`config.mk`:
```
export PLATFORM = sky130hd
export DESIGN_NAME = mul_err_accum
export DESIGN_NICKNAME = d
export VERILOG_FILES = /design/src/rtl/mul_err_pkg.sv /design/src/rtl/mul_err_diff.sv /design/src/rtl/mul_err_accum.sv
export SDC_FILE = /design/constraint.sdc
export NUM_CORES = 1
export LEC_CHECK = 0
export CORE_UTILIZATION = 30
export CTS_CLUSTER_DIAMETER = 200
export DETAILED_ROUTE_END_ITERATION = 8
export HOLD_SLACK_MARGIN = 0.15
export PLACE_DENSITY = 0.49
export SETUP_SLACK_MARGIN = 0.5
export SYNTH_ARGS = -nofsm -noshare
export SYNTH_HDL_FRONTEND = slang
export SYNTH_SLANG_ARGS = --single-unit
```
`constraint.sdc`:
```
create_clock -name clk -period 3.41 [get_ports clk]
set_input_delay 0.341 -clock clk [delete_from_list [all_inputs] [get_ports clk]]
set_output_delay 0.341 -clock clk [all_outputs]
set_load 0.1 [all_outputs]
```
`src/rtl/mul_err_pkg.sv`:
```
// Shared types and defaults for the approximate-multiplier error accumulator.
// Optional worst-case operand tracking: define MUL_ERR_WCE_TRACK_EN.
package mul_err_pkg;

    typedef enum logic [1:0] {
        IDLE  = 2'd0,
        RUN   = 2'd1,
        FLUSH = 2'd2,
        DONE  = 2'd3
    } state_t;

    localparam int FLUSH_CYCLES = 2;

    localparam int OP_W_DEF  = 6;
    localparam int CNT_W_DEF = 16;
    localparam int SUM_W_DEF = 28;

endpackage

```
`src/rtl/mul_err_diff.sv`:
```
// Stage 1: exact unsigned product and registered |p - a*b| with valid.
// With MUL_ERR_WCE_TRACK_EN the operands ride along for worst-case capture.
module mul_err_diff
    import mul_err_pkg::*;
#(
    parameter int OP_W = OP_W_DEF
) (
    input  logic              clk,
    input  logic              rst_n,
    input  logic              in_valid,
    input  logic [OP_W-1:0]   a,
    input  logic [OP_W-1:0]   b,
    input  logic [2*OP_W-1:0] p,
    output logic              out_valid,
    output logic [2*OP_W:0]   out_e
`ifdef MUL_ERR_WCE_TRACK_EN
    ,
    output logic [OP_W-1:0]   out_a,
    output logic [OP_W-1:0]   out_b
`endif
);

    localparam int PW = 2 * OP_W;
    localparam int EW = PW + 1;

    logic [PW-1:0] prod;
    logic [EW-1:0] ep;
    logic [EW-1:0] ex;
    logic [EW-1:0] e;

    assign prod = {{OP_W{1'b0}}, a} * {{OP_W{1'b0}}, b};
    assign ep   = {1'b0, p};
    assign ex   = {1'b0, prod};
    assign e    = (ep >= ex) ? (ep - ex) : (ex - ep);

    always_ff @(posedge clk or negedge rst_n) begin
        if (!rst_n) begin
            out_valid <= 1'b0;
            out_e     <= '0;
        end else begin
            out_valid <= in_valid;
            if (in_valid) begin
                out_e <= e;
            end
        end
    end

`ifdef MUL_ERR_WCE_TRACK_EN
    always_ff @(posedge clk or negedge rst_n) begin
        if (!rst_n) begin
            out_a <= '0;
            out_b <= '0;
        end else if (in_valid) begin
            out_a <= a;
            out_b <= b;
        end
    end
`endif

endmodule

```
`src/rtl/mul_err_accum.sv`:
```
// Error statistics for an approximate multiplier: counts, sum and max |error|.
// Define MUL_ERR_WCE_TRACK_EN to add wce_a/wce_b worst-case operand ports.
module mul_err_accum
    import mul_err_pkg::*;
#(
    parameter int OP_W  = OP_W_DEF,
    parameter int CNT_W = CNT_W_DEF,
    parameter int SUM_W = SUM_W_DEF
) (
    input  logic              clk,
    input  logic              rst_n,
    input  logic              start,
    input  logic              s_valid,
    output logic              s_ready,
    input  logic [OP_W-1:0]   s_a,
    input  logic [OP_W-1:0]   s_b,
    input  logic [2*OP_W-1:0] s_p,
    input  logic              s_last,
    output logic              done,
    output logic [CNT_W-1:0]  samples,
    output logic [CNT_W-1:0]  mismatches,
    output logic [SUM_W-1:0]  sum_abs_err,
    output logic [2*OP_W-1:0] max_abs_err
`ifdef MUL_ERR_WCE_TRACK_EN
    ,
    output logic [OP_W-1:0]   wce_a,
    output logic [OP_W-1:0]   wce_b
`endif
);

    localparam int PW  = 2 * OP_W;
    localparam int EW  = PW + 1;
    localparam int AW  = ((SUM_W > EW) ? SUM_W : EW) + 1;
    localparam int FCW = $clog2(FLUSH_CYCLES + 1);

    state_t         state;
    state_t         state_nx;
    logic [FCW-1:0] fcnt;
    logic           fire;
    logic           open_run;
    logic           d_valid;
    logic [EW-1:0]  d_e;
    logic [AW-1:0]  sum_wide;
    logic [SUM_W-1:0] sum_nx;
    logic           new_max;

    assign s_ready  = (state == RUN);
    assign done     = (state == DONE);
    assign fire     = s_valid & s_ready;
    assign open_run = start & ((state == IDLE) | (state == DONE));

    always_comb begin
        state_nx = state;
        unique case (state)
            IDLE, DONE: if (start) state_nx = RUN;
            RUN:        if (fire && s_last) state_nx = FLUSH;
            FLUSH:      if (fcnt == FCW'(FLUSH_CYCLES)) state_nx = DONE;
            default:    state_nx = IDLE;
        endcase
    end

    always_ff @(posedge clk or negedge rst_n) begin
        if (!rst_n) begin
            state <= IDLE;
            fcnt  <= '0;
        end else begin
            state <= state_nx;
            fcnt  <= (state == FLUSH) ? fcnt + FCW'(1) : '0;
        end
    end

`ifdef MUL_ERR_WCE_TRACK_EN
    logic [OP_W-1:0] d_a;
    logic [OP_W-1:0] d_b;

    mul_err_diff #(.OP_W(OP_W)) u_diff (
        .clk       (clk),
        .rst_n     (rst_n),
        .in_valid  (fire),
        .a         (s_a),
        .b         (s_b),
        .p         (s_p),
        .out_valid (d_valid),
        .out_e     (d_e),
        .out_a     (d_a),
        .out_b     (d_b)
    );
`else
    mul_err_diff #(.OP_W(OP_W)) u_diff (
        .clk       (clk),
        .rst_n     (rst_n),
        .in_valid  (fire),
        .a         (s_a),
        .b         (s_b),
        .p         (s_p),
        .out_valid (d_valid),
        .out_e     (d_e)
    );
`endif

    // Widen so the add cannot wrap before the saturation test, even if SUM_W < EW.
    assign sum_wide = AW'(sum_abs_err) + AW'(d_e);
    assign sum_nx   = (sum_wide > AW'({SUM_W{1'b1}})) ? '1 : sum_wide[SUM_W-1:0];
    assign new_max  = d_e > EW'(max_abs_err);

    always_ff @(posedge clk or negedge rst_n) begin
        if (!rst_n) begin
            samples     <= '0;
            mismatches  <= '0;
            sum_abs_err <= '0;
            max_abs_err <= '0;
        end else if (open_run) begin
            samples     <= '0;
            mismatches  <= '0;
            sum_abs_err <= '0;
            max_abs_err <= '0;
        end else if (d_valid) begin
            if (!(&samples)) samples <= samples + CNT_W'(1);
            if (d_e != '0 && !(&mismatches)) mismatches <= mismatches + CNT_W'(1);
            sum_abs_err <= sum_nx;
            if (new_max) max_abs_err <= d_e[PW-1:0];
        end
    end

`ifdef MUL_ERR_WCE_TRACK_EN
    always_ff @(posedge clk or negedge rst_n) begin
        if (!rst_n) begin
            wce_a <= '0;
            wce_b <= '0;
        end else if (open_run) begin
            wce_a <= '0;
            wce_b <= '0;
        end else if (d_valid && new_max) begin
            wce_a <= d_a;
            wce_b <= d_b;
        end
    end
`endif

endmodule
```
==> Yosys cells after proc, flatten, opt, wreduce, memory -nomap -nowiden <==
Index checks and enable logic that the tools add are counted.
{ "totals": {"reg_bits": 90, "in_bits": 29, "output_inout_bits": 74, "elab_cells": 62} }
{ "op_classes": {"addsub": 6, "n_mul": 1, "order_cmp": 3, "eq_ne": 8, "muxes": 18, "bitwise": 3, "n_reduce_logical": 15} }
{ "ops": {"columns": ["op", "n"], "rows": [
  ["16-bit two-way mux", 6],
  ["28-bit two-way mux", 3],
  ["12-bit two-way mux", 3],
  ["16-bit by 1-bit adder with 16-bit output (second input constant)", 2],
  ["16-bit AND reduction", 2],
  ["28-bit by 13-bit adder with 29-bit output", 1],
  ["29-bit by 28-bit > comparator with 1-bit output (second input constant)", 1],
  ["12-bit by 12-bit subtractor with 13-bit output", 2],
  ["13-bit by 12-bit > comparator with 1-bit output", 1],
  ["13-bit two-way mux", 1],
  ["13-bit nonzero test", 1],
  ["12-bit greater-or-equal comparator", 1],
  ["6-bit by 6-bit multiplier with 12-bit output", 1],
  ["2-bit two-way mux", 4],
  ["2-bit == test (second input constant)", 3],
  ["2-bit inequality test (second input constant)", 3],
  ["2-bit one-hot mux with 3 select lines", 1],
  ["2-bit AND reduction", 3],
  ["2-bit nonzero test", 3],
  ["3-bit AND reduction", 1],
  ["2-bit by 1-bit adder with 2-bit output (second input constant)", 1],
  ["1-bit AND", 2],
  ["2-bit by 1-bit == test with 1-bit output (second input constant)", 1],
  ["1-bit logical AND", 2],
  ["5 further kinds", 5]
]} }

==> Depth between registers and ports, before layout <==
{ "logic_depth": {"ltp_word": 6, "mapped_depth": 25, "ltp_nobuf": 23} }

==> Hierarchy <==
Synthesis repeated with hierarchy kept, for this count alone.
{ "unflattened": {"hier_cells": 837, "hier_area_um2": 7444.6} }
{ "by_module_without_submodules": {"columns": ["mod", "n_inst", "cells_per_inst", "area_per_inst_um2", "seq_area_each_um2"], "rows": [
  ["mul_err_accum", 1, 495, 4569.4, 1901.8],
  ["mul_err_diff", 1, 342, 2875.3, 350.3]
]} }

==> Least setup slack after synthesis <==
No wires, ideal clock.
{ "synth_path": {"path_type": "input to register", "startpoint": "input s_b[2]", "endpoint": "register u_diff.out_e[10]", "setup_ns": 0.134, "arrival_ns": 5.299, "required_time_ns": 3.276, "slack_ns": -2.023, "stages": 24, "path_buffers": 2, "path_cell_list": "and2_1 fa_1 inv_1 fa_1 fa_1 inv_1 ha_1 a21oi_1 nor2_1 nor2_1 o21bai_1 a21oi_1 o21ai_0 xor2_1 ha_1 clkbuf_1 nand3_1 o41ai_1 a21o_1 o21bai_1 buf_4 mux2i_1 xor2_1 o21ai_0"} }
{ "synth_between": {"elab_chain_len": 3, "word_cells_on_any_way": 5, "cone_classes": "add/sub (2); mul (1); order compare (1); mux (1)"} }
{ "synth_rtl": {"columns": ["item", "line_no", "rtl"], "rows": [
  ["start: declaration", "mul_err_accum.sv:16", "input logic [OP_W-1:0] s_b,"],
  ["6-bit by 6-bit multiplier with 12-bit output (*)", "mul_err_diff.sv:31", "assign prod = {{OP_W{1'b0}}, a} * {{OP_W{1'b0}}, b};"],
  ["12-bit by 12-bit subtractor with 13-bit output or 12-bit greater-or-equal comparator (tied branches)", "mul_err_diff.sv:34", "assign e = (ep >= ex) ? (ep - ex) : (ex - ep);"],
  ["13-bit two-way mux (*)", "mul_err_diff.sv:34", null],
  ["end signal: assignment", "mul_err_diff.sv:39", "out_e <= '0;"],
  ["end signal: assignment", "mul_err_diff.sv:43", "out_e <= e;"],
  ["end: declaration", "mul_err_diff.sv:15", "output logic [2*OP_W:0] out_e"]
]} }
Every way passes the cells marked *; elsewhere a longest branch is shown, timed or not.
A chain may end at the register's enable or synchronous reset.

==> Worst setup path in the final report <==
{ "layout_path": {"startpoint": "input s_a[2]", "endpoint": "register u_diff.out_e[2]"} }
{ "layout_between": {"elab_chain_len": 3, "word_cells_on_any_way": 5, "cone_classes": "add/sub (2); mul (1); order compare (1); mux (1)"} }
{ "layout_rtl": {"columns": ["item", "line_no", "rtl"], "rows": [
  ["start: declaration", "mul_err_accum.sv:15", "input logic [OP_W-1:0] s_a,"],
  ["6-bit by 6-bit multiplier with 12-bit output (*)", "mul_err_diff.sv:31", null],
  ["12-bit by 12-bit subtractor with 13-bit output or 12-bit greater-or-equal comparator (tied branches)", "mul_err_diff.sv:34", null],
  ["13-bit two-way mux (*)", "mul_err_diff.sv:34", null]
]} }
Marked as above.

==> results.json <==
{
  "worst_pin_slew_ps": 1022,
  "die_y_um": 158.1,
  "r2r-start": "sum_abs_err[0]$_DFFE_PN0P_",
  "max_freq_mhz": 214.3,
  "stdcell_count": 1336,
  "fin_worst_skew_ps": 14.28,
  "ctsHtreeMaxLevel": 3,
  "areaGrowthSynthToFinish_pct": 37.68,
  "hp-class": "in2async",
  "finalCritPeriodShare": 1.368,
  "critPathRequiredTime_ps": 3640,
  "drtIter0Drc": 208,
  "cts_buffer_depth": 2,
  "clk_pin_slew_ps": 70,
  "holdBufCountCts": 0,
  "syn_inst": 819,
  "p_per_area_mw_per_mm2": 840.9,
  "timing.rr.end": "sum_abs_err[17]$_DFFE_PN0P_",
  "critPathLaunchType": "primary input",
  "grt_pass1_vias": 6180,
  "ant_nets": 0,
  "r2r_cells": 10,
  "ys_warn_count": 0,
  "die_x_um": 158.1,
  "slew_violations": 0,
  "start_util": 0.3086,
  "use_met2": 0.2678,
  "io_pins": 103,
  "use_met1": 0.2003,
  "io_buffers": 102,
  "ys.flop_type": "dfrtp_1",
  "drive_gt1_frac": 0.2144,
  "crit_arrival_ps": 4890,
  "cts_sinks": 90,
  "synth_seq_cells": 90,
  "grt_antenna_before_repair": 0,
  "netlist_area_mm2": 0.007308,
  "hpwlAfterDp_um": 14550,
  "finalHoldViolations": 0,
  "grt_pass1_wl_um": 30830,
  "vias_per_cell": 4.810,
  "fin_tns_setup_ps": -14060,
  "drt_drc_violations_left": 0,
  "antenna_cells": 0,
  "gr-max-usage-layer": "met2",
  "synth-edff-count": 0,
  "r2r_setup_slack_ps": 660,
  "timing.slew.headroom": 0.3162,
  "clkLatencyLatePin_ps": 350,
  "grt_usage": 0.1549,
  "synth_cell_types": 54,
  "worstSetupPathType": "in2reg",
  "numCtsBuffers": 9,
  "die_area_mm2": 0.02499,
  "place_ws_ps": -2104,
  "violations": "negative setup slack",
  "cts_tree": "yes",
  "synthArstFlopShare": 1.000,
  "clockRootBuffer": "clkbuf_16",
  "place_inst": 1291,
  "wl_per_cell_um": 14.18,
  "synth_fp_nets": 944,
  "met3_usage": 0.01752,
  "rsz0062_at_grt": "true",
  "synth_area_per_cell_um2": 8.923,
  "irDropWorstVdd_v": 0.0004176,
  "status": "complete, but fails checks",
  "dr.pass1.iters": 4,
  "finish.utilization": 0.4249,
  "critical_path.max_fanout": 6,
  "fin_ws_ps": -1256,
  "gp_congestion": 0.8034,
  "crit_end": "u_diff.out_e[2]$_DFFE_PN0P_",
  "cp-startpoint": "s_a[2]",
  "setup_viol": 12,
  "placementRows": 56,
  "critPathCaptureType": "flip-flop",
  "min_period_ps": 4666,
  "wl_um": 18950,
  "leakage_nw": 4.598,
  "nets": 1137,
  "grt_max_degree": 67,
  "drv_cap": 0,
  "ys_seq_area_frac": 0.3082,
  "core_area_mm2": 0.02368,
  "vias": 6426,
  "grt-ovfl-total": 0
}
[where the power goes]
| group | internal (mW) | switching (mW) | total (mW) |
|---|---|---|---|
| clock network | 0.590 | 0.438 | 1.03 |
| logic | 2.21 | 3.62 | 5.83 |
| registers | 1.33 | 0.267 | 1.60 |
[per-stage QoR]
stage / total power [mW] / hold slack, ps / cell area [µm²]
after floorplan: 5.484 / 45.41 / 7420
after global placement: 7.034 / 415.0 / 9289
after detailed placement: 7.053 / 416.9 / 9289
after CTS: 8.295 / 154.5 / 9804
after global routing: 9.068 / 188.9 / 10060
final: 8.461 / 116.7 / 10060
[state kept, by name (all words and copies together), names as in the netlist]
| name | cells |
|---|---|
| u_diff.out_valid | 1 |
| u_diff.out_e | 13 |
| state | 2 |
| sum_abs_err | 28 |
| max_abs_err | 12 |
| fcnt | 2 |
| samples | 16 |
| mismatches | 16 |
[routing by layer]
| metal | vias up | share of wire |
|---|---|---|
| met5 | - | 0 |
| met4 | 0 | 0.011 |
| met2 | 113 | 0.48 |
| met3 | 17 | 0.032 |
| met1 | 3030 | 0.47 |
| li1 | 3266 | - |
[layout make-up]
type	instances	area [µm²]
clock buffer	10	239.0
fill	2436	13620
clock inverter	6	62.56
multi-input combinational	623	4932
sequential	90	2266
timing repair buffer	208	1863
tap	319	399.1
inverter	80	300.3
[layout by cell type (no fill, tap or decap), drive strengths merged, types with 10 or more instances in the layout]
cell type / Yosys / final
a211oi: 11 / 11
a21o: 15 / 15
a21oi: 62 / 62
a31oi: 25 / 25
and2: 31 / 31
and3: 10 / 10
and4: 10 / 10
buf: 3 / 118
clkbuf: 23 / 12
clkdlybuf4s50: 0 / 88
dfrtp: 90 / 90
fa: 20 / 20
ha: 76 / 76
inv: 80 / 82
mux2i: 10 / 10
nand2: 70 / 70
nand3: 25 / 25
nand4: 16 / 16
nor2: 58 / 58
nor3: 16 / 16
o21ai: 53 / 53
o31ai: 12 / 12
xnor2: 18 / 18
xor2: 34 / 34
[timing repair]
action	in CTS	in global routing
gates cloned	0	0
setup buffers	18	11
pin swaps	28	45
endpoints found under the setup margin	14	15
resized for setup	64	48
[critical path, stage by stage]
cell and delay (ps):
buf_2 130, and2_1 170, fa_1 490, ha_1 300, fa_1 500, fa_2 440, a21oi_4 170, nor2_2 50
nor2_2 110, o21bai_1 100, a21oi_2 160, o21ai_2 80, xor2_1 150, ha_1 350, nand3_4 100, o41ai_4 240
a21o_1 150, o21bai_4 180, buf_12 150, buf_12 100, mux2i_2 200, xor2_1 160, o21ai_1 70
[worst min path at each step]
| stage | endpoint | slack [ps] |
|---|---|---|
| 6_report | sum_abs_err[14]$_DFFE_PN0P_ | 120 |
| 5_1_grt | sum_abs_err[16]$_DFFE_PN0P_ | 190 |
| 3_3_place_gp | fcnt[0]$_DFF_PN0_ | 420 |
| 2_1_floorplan | fcnt[0]$_DFF_PN0_ | 50 |
| 4_1_cts | sum_abs_err[16]$_DFFE_PN0P_ | 150 |
| 3_5_place_dp | fcnt[0]$_DFF_PN0_ | 420 |
[Yosys cell counts, drive strengths merged (11+ instances only)]
| cell | n | area share |
|---|---|---|
| clkbuf | 23 | 0.012 |
| inv | 80 | 0.041 |
| a211oi | 11 | 0.011 |
| fa | 20 | 0.055 |
| a21oi | 62 | 0.042 |
| o31ai | 12 | 0.012 |
| and2 | 31 | 0.027 |
| nand4 | 16 | 0.014 |
| a31oi | 25 | 0.043 |
| nand2 | 70 | 0.036 |
| nor2 | 58 | 0.030 |
| dfrtp | 90 | 0.31 |
| ha | 76 | 0.13 |
| xor2 | 34 | 0.041 |
| xnor2 | 18 | 0.022 |
| o21ai | 53 | 0.036 |
| nor3 | 16 | 0.011 |
| nand3 | 25 | 0.017 |
| a21o | 15 | 0.015 |
[cell families (layout without fill, tap and decap cells)]
family / after synthesis / after routing / share of synthesized area
and+or+nand+nor: 253 / 253 / 0.1702
AOI/OAI and AO/OA: 211 / 211 / 0.2010
buffers and inverters: 106 / 304 / 0.05821
adders and majority gates: 96 / 96 / 0.1849
DFF: 90 / 90 / 0.3082
xor gates and xnor gates: 52 / 52 / 0.06232
muxes: 11 / 11 / 0.01524
No activity file was read; power rests on OpenSTA's default activity.
